## config.mk

```make
export PLATFORM = sky130hd
export DESIGN_NAME = auto_player
export DESIGN_NICKNAME = d
export VERILOG_FILES = /design/src/rtl/auto_player.sv
export SDC_FILE = /design/constraint.sdc
export NUM_CORES = 1
export LEC_CHECK = 0
export CORE_MARGIN = 4
export CORE_UTILIZATION = 51
export CTS_CLUSTER_DIAMETER = 50
export DETAILED_ROUTE_END_ITERATION = 16
export PLACE_DENSITY = 0.78
export SLEW_MARGIN = 10
export SYNTH_ARGS = -nofsm -noshare
export SYNTH_HDL_FRONTEND = slang
export SYNTH_SLANG_ARGS = --single-unit
```

## constraint.sdc

```tcl
create_clock -name clk -period 2.18 [get_ports clk]
set_clock_uncertainty 0.15 [all_clocks]
set_input_delay 0.436 -clock clk [delete_from_list [all_inputs] [get_ports clk]]
set_output_delay 0.436 -clock clk [all_outputs]
set_load 0.05 [all_outputs]
```

## src/rtl/auto_player.sv

```systemverilog
// auto_player: drives an emulated push-button into the reaction game. Each
// time the LED display lights up, it waits a programmable number of slowen
// ticks, then holds the button for HOLD_TICKS ticks. It presses only once per
// lit period.
//
// Ports
//   clk          system clock, rising edge
//   rst          asynchronous, active-high reset
//   slowen       one-clk tick enable; all delays count these ticks
//   enable       1 = player active, 0 = parked in IDLE
//   leds_in      game LED bus (same clock domain)
//   reaction     reaction delay in ticks, latched at the start of each round
//   pb_out       registered push-button level, high exactly while in PRESS
//   busy         registered, high in REACT or PRESS
//   press_count  saturating count of presses issued
//   state        current FSM state code, for debug
//
// Handshake: this block has no valid/ready channels. Inputs are plain
// levels, and outputs are registered levels that change only on clk or rst.
module auto_player #(
  parameter int REACT_W    = 8,
  parameter int HOLD_TICKS = 4
) (
  input  logic               clk,
  input  logic               rst,
  input  logic               slowen,
  input  logic               enable,
  input  logic [6:0]         leds_in,
  input  logic [REACT_W-1:0] reaction,
  output logic               pb_out,
  output logic               busy,
  output logic [7:0]         press_count,
  output logic [2:0]         state
);

  localparam int HOLD_W = $clog2(HOLD_TICKS + 1);
  // The hold phase ends on the edge that carries the last tick, so the
  // counter only needs to reach HOLD_TICKS-1 before that edge.
  localparam logic [HOLD_W-1:0] HOLD_LAST = HOLD_W'(HOLD_TICKS - 1);

  typedef enum logic [2:0] {
    S_IDLE    = 3'd0,
    S_ARM     = 3'd1,
    S_WAIT_ON = 3'd2,
    S_REACT   = 3'd3,
    S_PRESS   = 3'd4,
    S_DONE    = 3'd5
  } state_t;

  state_t             state_q, state_d;
  logic [REACT_W-1:0] react_cnt_q, react_cnt_d;
  logic [REACT_W-1:0] react_lat_q, react_lat_d;
  logic [HOLD_W-1:0]  hold_cnt_q, hold_cnt_d;
  logic [7:0]         press_cnt_q, press_cnt_d;
  logic               pb_q, pb_d;
  logic               busy_q, busy_d;

  logic leds_dark;
  assign leds_dark = (leds_in == 7'd0);

  always_ff @(posedge clk or posedge rst) begin
    if (rst) begin
      state_q     <= S_IDLE;
      react_cnt_q <= '0;
      react_lat_q <= '0;
      hold_cnt_q  <= '0;
      press_cnt_q <= '0;
      pb_q        <= 1'b0;
      busy_q      <= 1'b0;
    end else begin
      state_q     <= state_d;
      react_cnt_q <= react_cnt_d;
      react_lat_q <= react_lat_d;
      hold_cnt_q  <= hold_cnt_d;
      press_cnt_q <= press_cnt_d;
      pb_q        <= pb_d;
      busy_q      <= busy_d;
    end
  end

  always_comb begin
    state_d     = state_q;
    react_cnt_d = react_cnt_q;
    react_lat_d = react_lat_q;
    hold_cnt_d  = hold_cnt_q;
    press_cnt_d = press_cnt_q;
    pb_d        = 1'b0;
    busy_d      = 1'b0;

    // Dropping enable parks the player from any state, ahead of every other rule.
    if ((state_q != S_IDLE) && !enable) begin
      state_d = S_IDLE;
    end else begin
      case (state_q)
        S_IDLE:    if (enable) state_d = S_ARM;
        // Wait for a dark display first, so we never press into a display
        // that was already lit when the player woke up.
        S_ARM:     if (leds_dark) state_d = S_WAIT_ON;
        S_WAIT_ON: begin
          if (!leds_dark) begin
            state_d     = S_REACT;
            react_lat_d = reaction;
            react_cnt_d = '0;
          end
        end
        S_REACT: begin
          if (leds_dark) begin
            state_d = S_WAIT_ON;          // round aborted, no press
          end else if (react_cnt_q == react_lat_q) begin
            state_d = S_PRESS;
          end else if (slowen) begin
            react_cnt_d = react_cnt_q + 1'b1;
          end
        end
        S_PRESS: begin
          if (slowen) begin
            if (hold_cnt_q == HOLD_LAST) state_d = S_DONE;
            else                         hold_cnt_d = hold_cnt_q + 1'b1;
          end
        end
        S_DONE:    if (leds_dark) state_d = S_WAIT_ON;
        default:   state_d = S_IDLE;      // unused codes 6 and 7
      endcase
    end

    if ((state_d == S_PRESS) && (state_q != S_PRESS)) begin
      hold_cnt_d = '0;
      if (press_cnt_q != 8'hFF) press_cnt_d = press_cnt_q + 8'd1;
    end

    // Decode the next state so that pb_out and busy are registered and
    // line up with state on every edge.
    pb_d   = (state_d == S_PRESS);
    busy_d = (state_d == S_REACT) || (state_d == S_PRESS);
  end

  assign pb_out      = pb_q;
  assign busy        = busy_q;
  assign press_count = press_cnt_q;
  assign state       = state_q;

endmodule

```

# ---- Word-level counts from Yosys, hierarchy flattened
# Cells that the tools add are included.
dict set report word_totals {
  output_inout_bits 13
  elab_cells 63
  register_bits 32
}
dict set report op_classes {
  n_eq_ne 17
  n_bitwise 2
  mux 19
  addsub 3
  reduce_logical 15
}
# operator n
set ops {}
lappend ops {{3-bit 2-to-1 mux} 13}
lappend ops {{8-bit 2-to-1 mux} 4}
lappend ops {{8-bit by 1-bit adder with 8-bit output, second input constant} 2}
lappend ops {{8-bit one-hot mux with 2 select lines} 1}
lappend ops {{3-bit one-hot mux with 5 select lines} 1}
lappend ops {{3-bit by 2-bit == test with 1-bit output, second input constant} 4}
lappend ops {{3-bit == test, second input constant} 3}
lappend ops {{8-bit == test} 1}
lappend ops {{2-bit inequality test, second input constant} 4}
lappend ops {{8-bit inequality test, second input constant} 1}
lappend ops {{7-bit logical NOT} 1}
lappend ops {{6-bit AND reduction} 1}
lappend ops {{2-bit nonzero test} 3}
lappend ops {{2-bit by 1-bit inequality test with 1-bit output, second input constant} 2}
lappend ops {{4-bit AND reduction} 1}
lappend ops {{3-bit by 1-bit adder with 3-bit output, second input constant} 1}
lappend ops {{3-bit by 1-bit == test with 1-bit output, second input constant} 1}
lappend ops {{3-bit logical NOT} 1}
lappend ops {{3-bit inequality test, second input constant} 1}
lappend ops {{3-bit AND reduction} 1}
lappend ops {{3-bit nonzero test} 1}
lappend ops {{1-bit logical AND} 2}
lappend ops {{1-bit inverter} 2}
lappend ops {{2-bit AND reduction} 1}
lappend ops {{3 further kinds} 3}

# ---- Longest topological paths before layout
dict set report logic_depth {
  word_depth 9
  ltp_mapped 7
}

# ---- Worst setup path after synthesis
# OpenSTA, ideal clock, no wires.
dict set report synth_timing {
  kind {register to register}
  from {register press_cnt_q[0] (netlist: press_count[0])}
  to {register press_cnt_q[1] (netlist: press_count[1])}
  path_buffers 0
  stages_incl_launch_ff 6
  arrival_ns 1.957
  setup_ns 0.125
  synth_period_minus_slack_ns 2.232
  path_slack_ns -0.052
  cell_sequence {dfrtp_1 ha_1 nand3_1 nor3_1 and4b_1 mux2_2}
}
dict set report synth_via {
  elab_chain_cells 2
}
# element line
set synth_lines {}
lappend synth_lines {{start, declared} 54} ;# logic [7:0] press_cnt_q, press_cnt_d;
lappend synth_lines {{start signal, assigned} 75} ;# press_cnt_q <= press_cnt_d;
lappend synth_lines {{branches (longest 2 deep; another with 8-bit by 1-bit adder with 8-bit output)} n/a}
# Several ways; the timed one is not identified.
# A chain may end at the register's enable or synchronous reset.

# ---- Worst setup path after layout
dict set report layout_timing {
  from {register press_cnt_q[1] (netlist: press_count[1])}
  to {output port press_count[1]}
}
# element line
set layout_lines {}
lappend layout_lines {{end, declared} 32} ;# output logic [7:0] press_count,
# No word-level cell between the ends.

==> flow_summary.json <==
{
  "p_comb_share_pct": 9.5,
  "grt_pass1_vias": 1488,
  "maxCapViolCount": 0,
  "nFillCells": 227,
  "core_area_um2": 3130,
  "fin_nets": 245,
  "period_needed_ns": 2.14,
  "sw_frac_of_total_pct": 22.5,
  "overflow": 0,
  "syn2layout_area_growth_pct": 33.4,
  "internal_power_uw": 897,
  "place_inst": 259,
  "clock_sinks": 32,
  "max_stage_delay_ns": 0.81,
  "worst_slew_pin_slew_ns": 0.523,
  "hp-class": "input pin to asynchronous set/reset pin",
  "p_leak_nw": 1.07,
  "path_cells": "clkdlybuf4s50_1",
  "synth_area_leaders": "dfrtp_1 47%, xnor2_1 6.6%, mux2_2 5.9%, nand2_1 3.5%, ha_1 2.9%",
  "final_cell_mix": "29 x dfrtp_1, 22 x clkdlybuf4s50_1, 22 x buf_4",
  "clock_power_share_pct": 38.0,
  "gp_congestion": 0.814,
  "synth_cells": 170,
  "fin_hold_ws_ns": 0.338,
  "reg2reg_slack_ns": 0.27,
  "wire_per_inst_um": 14.0,
  "cts_tree": "yes",
  "dp_slack_ns": -0.259,
  "cp_max_fo": 5,
  "yosysWarnings": 0,
  "die-area_um2": 4350,
  "ant_nets": 0,
  "seq_area_frac_synth_pct": 46.7,
  "cp_num_buf_inv": 1,
  "syn_area_um2": 1710,
  "via_per_inst": 5.65,
  "yosys.area.top_type": "dfrtp_1",
  "wirelength_um": 3740,
  "seqCellArea_um2": 805,
  "critPathTopFamily": "buffers and inverters",
  "ir_drop_mv": 0.306,
  "first_pass_iters": 4,
  "antenna_found_initial": 0,
  "ioPinCount": 32,
  "path_clk_slew_ns": 0.10,
  "n_antenna_cell": 0,
  "max_freq_ghz": 0.467,
  "drc_errors": 0,
  "start_kind": "flop",
  "synth_top_area_share_pct": 46.7,
  "h-tree-depth": 2,
  "layout.cells.non_filler": 267,
  "drive_gt1_share_pct": 20.2,
  "grt_pass1_wl_um": 6380,
  "fp-row-count": 20,
  "cts.path.max_buffers": 2,
  "crit_type": "flop to primary output",
  "post_cts_buffers": 0,
  "r2r-start": "state[2]",
  "multi_input_area_um2": 880,
  "postSynthAreaPerCell_um2": 10.1,
  "layout_setup_ws_ns": 0.0410,
  "cpMaxStageDelayCell": "clkdlybuf4s50_1",
  "timing.final.hold_violations": 0,
  "powerDensity_nw_per_um2": 506,
  "slew_violations": 0,
  "switchingPower_uw": 260,
  "vias": 1509,
  "endpoint_kind": "primary output",
  "final_common_cell": "dfrtp_1",
  "arrival_ns": 1.55,
  "root_buffer": "clkbuf_4",
  "critPathRequiredTime_ns": 1.59,
  "r2r_end": "react_cnt_q[6]",
  "die_h_um": 66.0,
  "grt_max_degree": 33,
  "yosysUniqueCellTypes": 37,
  "dp_hpwl_um": 2830,
  "clk_latency_ns": 0.33,
  "slew-limit-headroom_pct": 65.1,
  "syn-num-nets": 193,
  "grtUsageTotal_pct": 19.3,
  "rsz0062_at_grt": "no",
  "status": "complete, no violations",
  "die_w_um": 66.0,
  "numPortBuffers": 31,
  "finalSetupViolations": 0,
  "drtIter0Drc": 81,
  "ctsHoldBuffers": 0,
  "crit_cells": 1,
  "reg2reg_depth": 5,
  "pwr-share-seq_pct": 52.5,
  "synth-seq-cells": 32,
  "fin_crit_sh_pct": 98.1,
  "initial_utilization_pct": 54.8,
  "cts_made_buffers": 5
}
-- metrics by stage --
step           instance area [um^2]  power (mW)  TNS (ns)  utilization (%)
5_1_grt                        2290        1.21         0             73.1
6_report                       2290        1.16         0             73.1
4_1_cts                        2270        1.17         0             72.6
2_1_floorplan                  1720       0.669         0                -
3_5_place_dp                   2200       0.729     -2.84             70.2
3_3_place_gp                   2200       0.726     -1.38             70.2
-- cell type report --
class                           instances  area share (%)
Multi-Input combinational cell        128            38.5
Clock inverter                          2            1.53
Timing Repair Buffer                   50            19.8
Clock buffer                            6            1.81
Inverter                                5           0.821
Tap cell                               44            2.41
Sequential cell                        32            35.2
-- layer usage --
| layer | share of wire, % | global-route usage (%) | wire length (um) |
|---|---|---|---|
| met1 | 41 | 20.8 | 1530 |
| met2 | 52 | 34.5 | 1940 |
| met3 | 5.2 | 4.59 | 193 |
| met4 | 2.0 | 10.2 | 74 |
| met5 | 0 | 0 | 0 |
-- power by group through the flow --
stage / logic (mW) / clock network (mW) / registers, mW
6_report: 0.109 / 0.440 / 0.608
5_1_grt: 0.122 / 0.479 / 0.610
4_1_cts: 0.110 / 0.452 / 0.608
2_1_floorplan: 0.0457 / 0 / 0.623
3_5_place_dp: 0.110 / 0 / 0.620
3_3_place_gp: 0.107 / 0 / 0.619
-- registers in the layout, indices dropped and copies added, names as in the netlist --
| name | flops |
|---|---|
| busy | 1 |
| hold_cnt_q | 3 |
| pb_out | 1 |
| press_count | 8 |
| react_cnt_q | 8 |
| react_lat_q | 8 |
| state | 3 |
-- kinds of logic after synthesis --
family / share of synthesized area, %
adder cells (fa/ha/maj): 2.92
flip-flops: 46.7
buffers and inverters: 2.41
XOR/XNOR: 7.15
multiplexers: 7.66
AND/OR/NAND/NOR: 23.1
AO/OA/AOI/OAI: 10.0
-- Yosys cell counts --
| library cell | instances |
|---|---|
| buf_2 | 2 |
| and3_1 | 3 |
| xor2_1 | 1 |
| nand2b_1 | 2 |
| nand4_1 | 7 |
| a31oi_1 | 2 |
| nor3_1 | 10 |
| a21boi_2 | 1 |
| o311ai_0 | 1 |
| and2_1 | 2 |
| mux2_2 | 9 |
| nand4b_1 | 3 |
| inv_1 | 5 |
| a22oi_1 | 1 |
| o21ai_0 | 7 |
| mux2i_1 | 3 |
| or4_1 | 2 |
| or3_1 | 4 |
| clkbuf_2 | 1 |
| a32o_1 | 1 |
| nand3b_1 | 1 |
| dfrtp_1 | 32 |
| nand2_4 | 1 |
| or2b_1 | 1 |
| nand3_1 | 9 |
| nor4_2 | 1 |
| o21a_1 | 2 |
| a21bo_4 | 1 |
| and3b_1 | 1 |
| nand2_1 | 16 |
| ha_1 | 4 |
| a21oi_1 | 8 |
| and4b_1 | 1 |
| nor2_1 | 8 |
| clkbuf_1 | 2 |
| o31ai_1 | 2 |
| xnor2_1 | 13 |
-- repair_timing --
item,in CTS,in global routing
setup endpoints to repair,2,5
gates resized for setup,2,5
gates cloned,0,0
-- worst max path at each step --
stage	start	end	slack, ns
2_1_floorplan	state[2]	react_lat_q[0]	0.01
3_3_place_gp	enable	react_cnt_q[6]	-0.16
3_5_place_dp	enable	react_cnt_q[5]	-0.26
4_1_cts	state[1]	state[1]	0.008
5_1_grt	press_count[1]	press_count[1]	0.01
6_report	press_count[1]	press_count[1]	0.04
No activity file was read; power rests on OpenSTA's default activity.
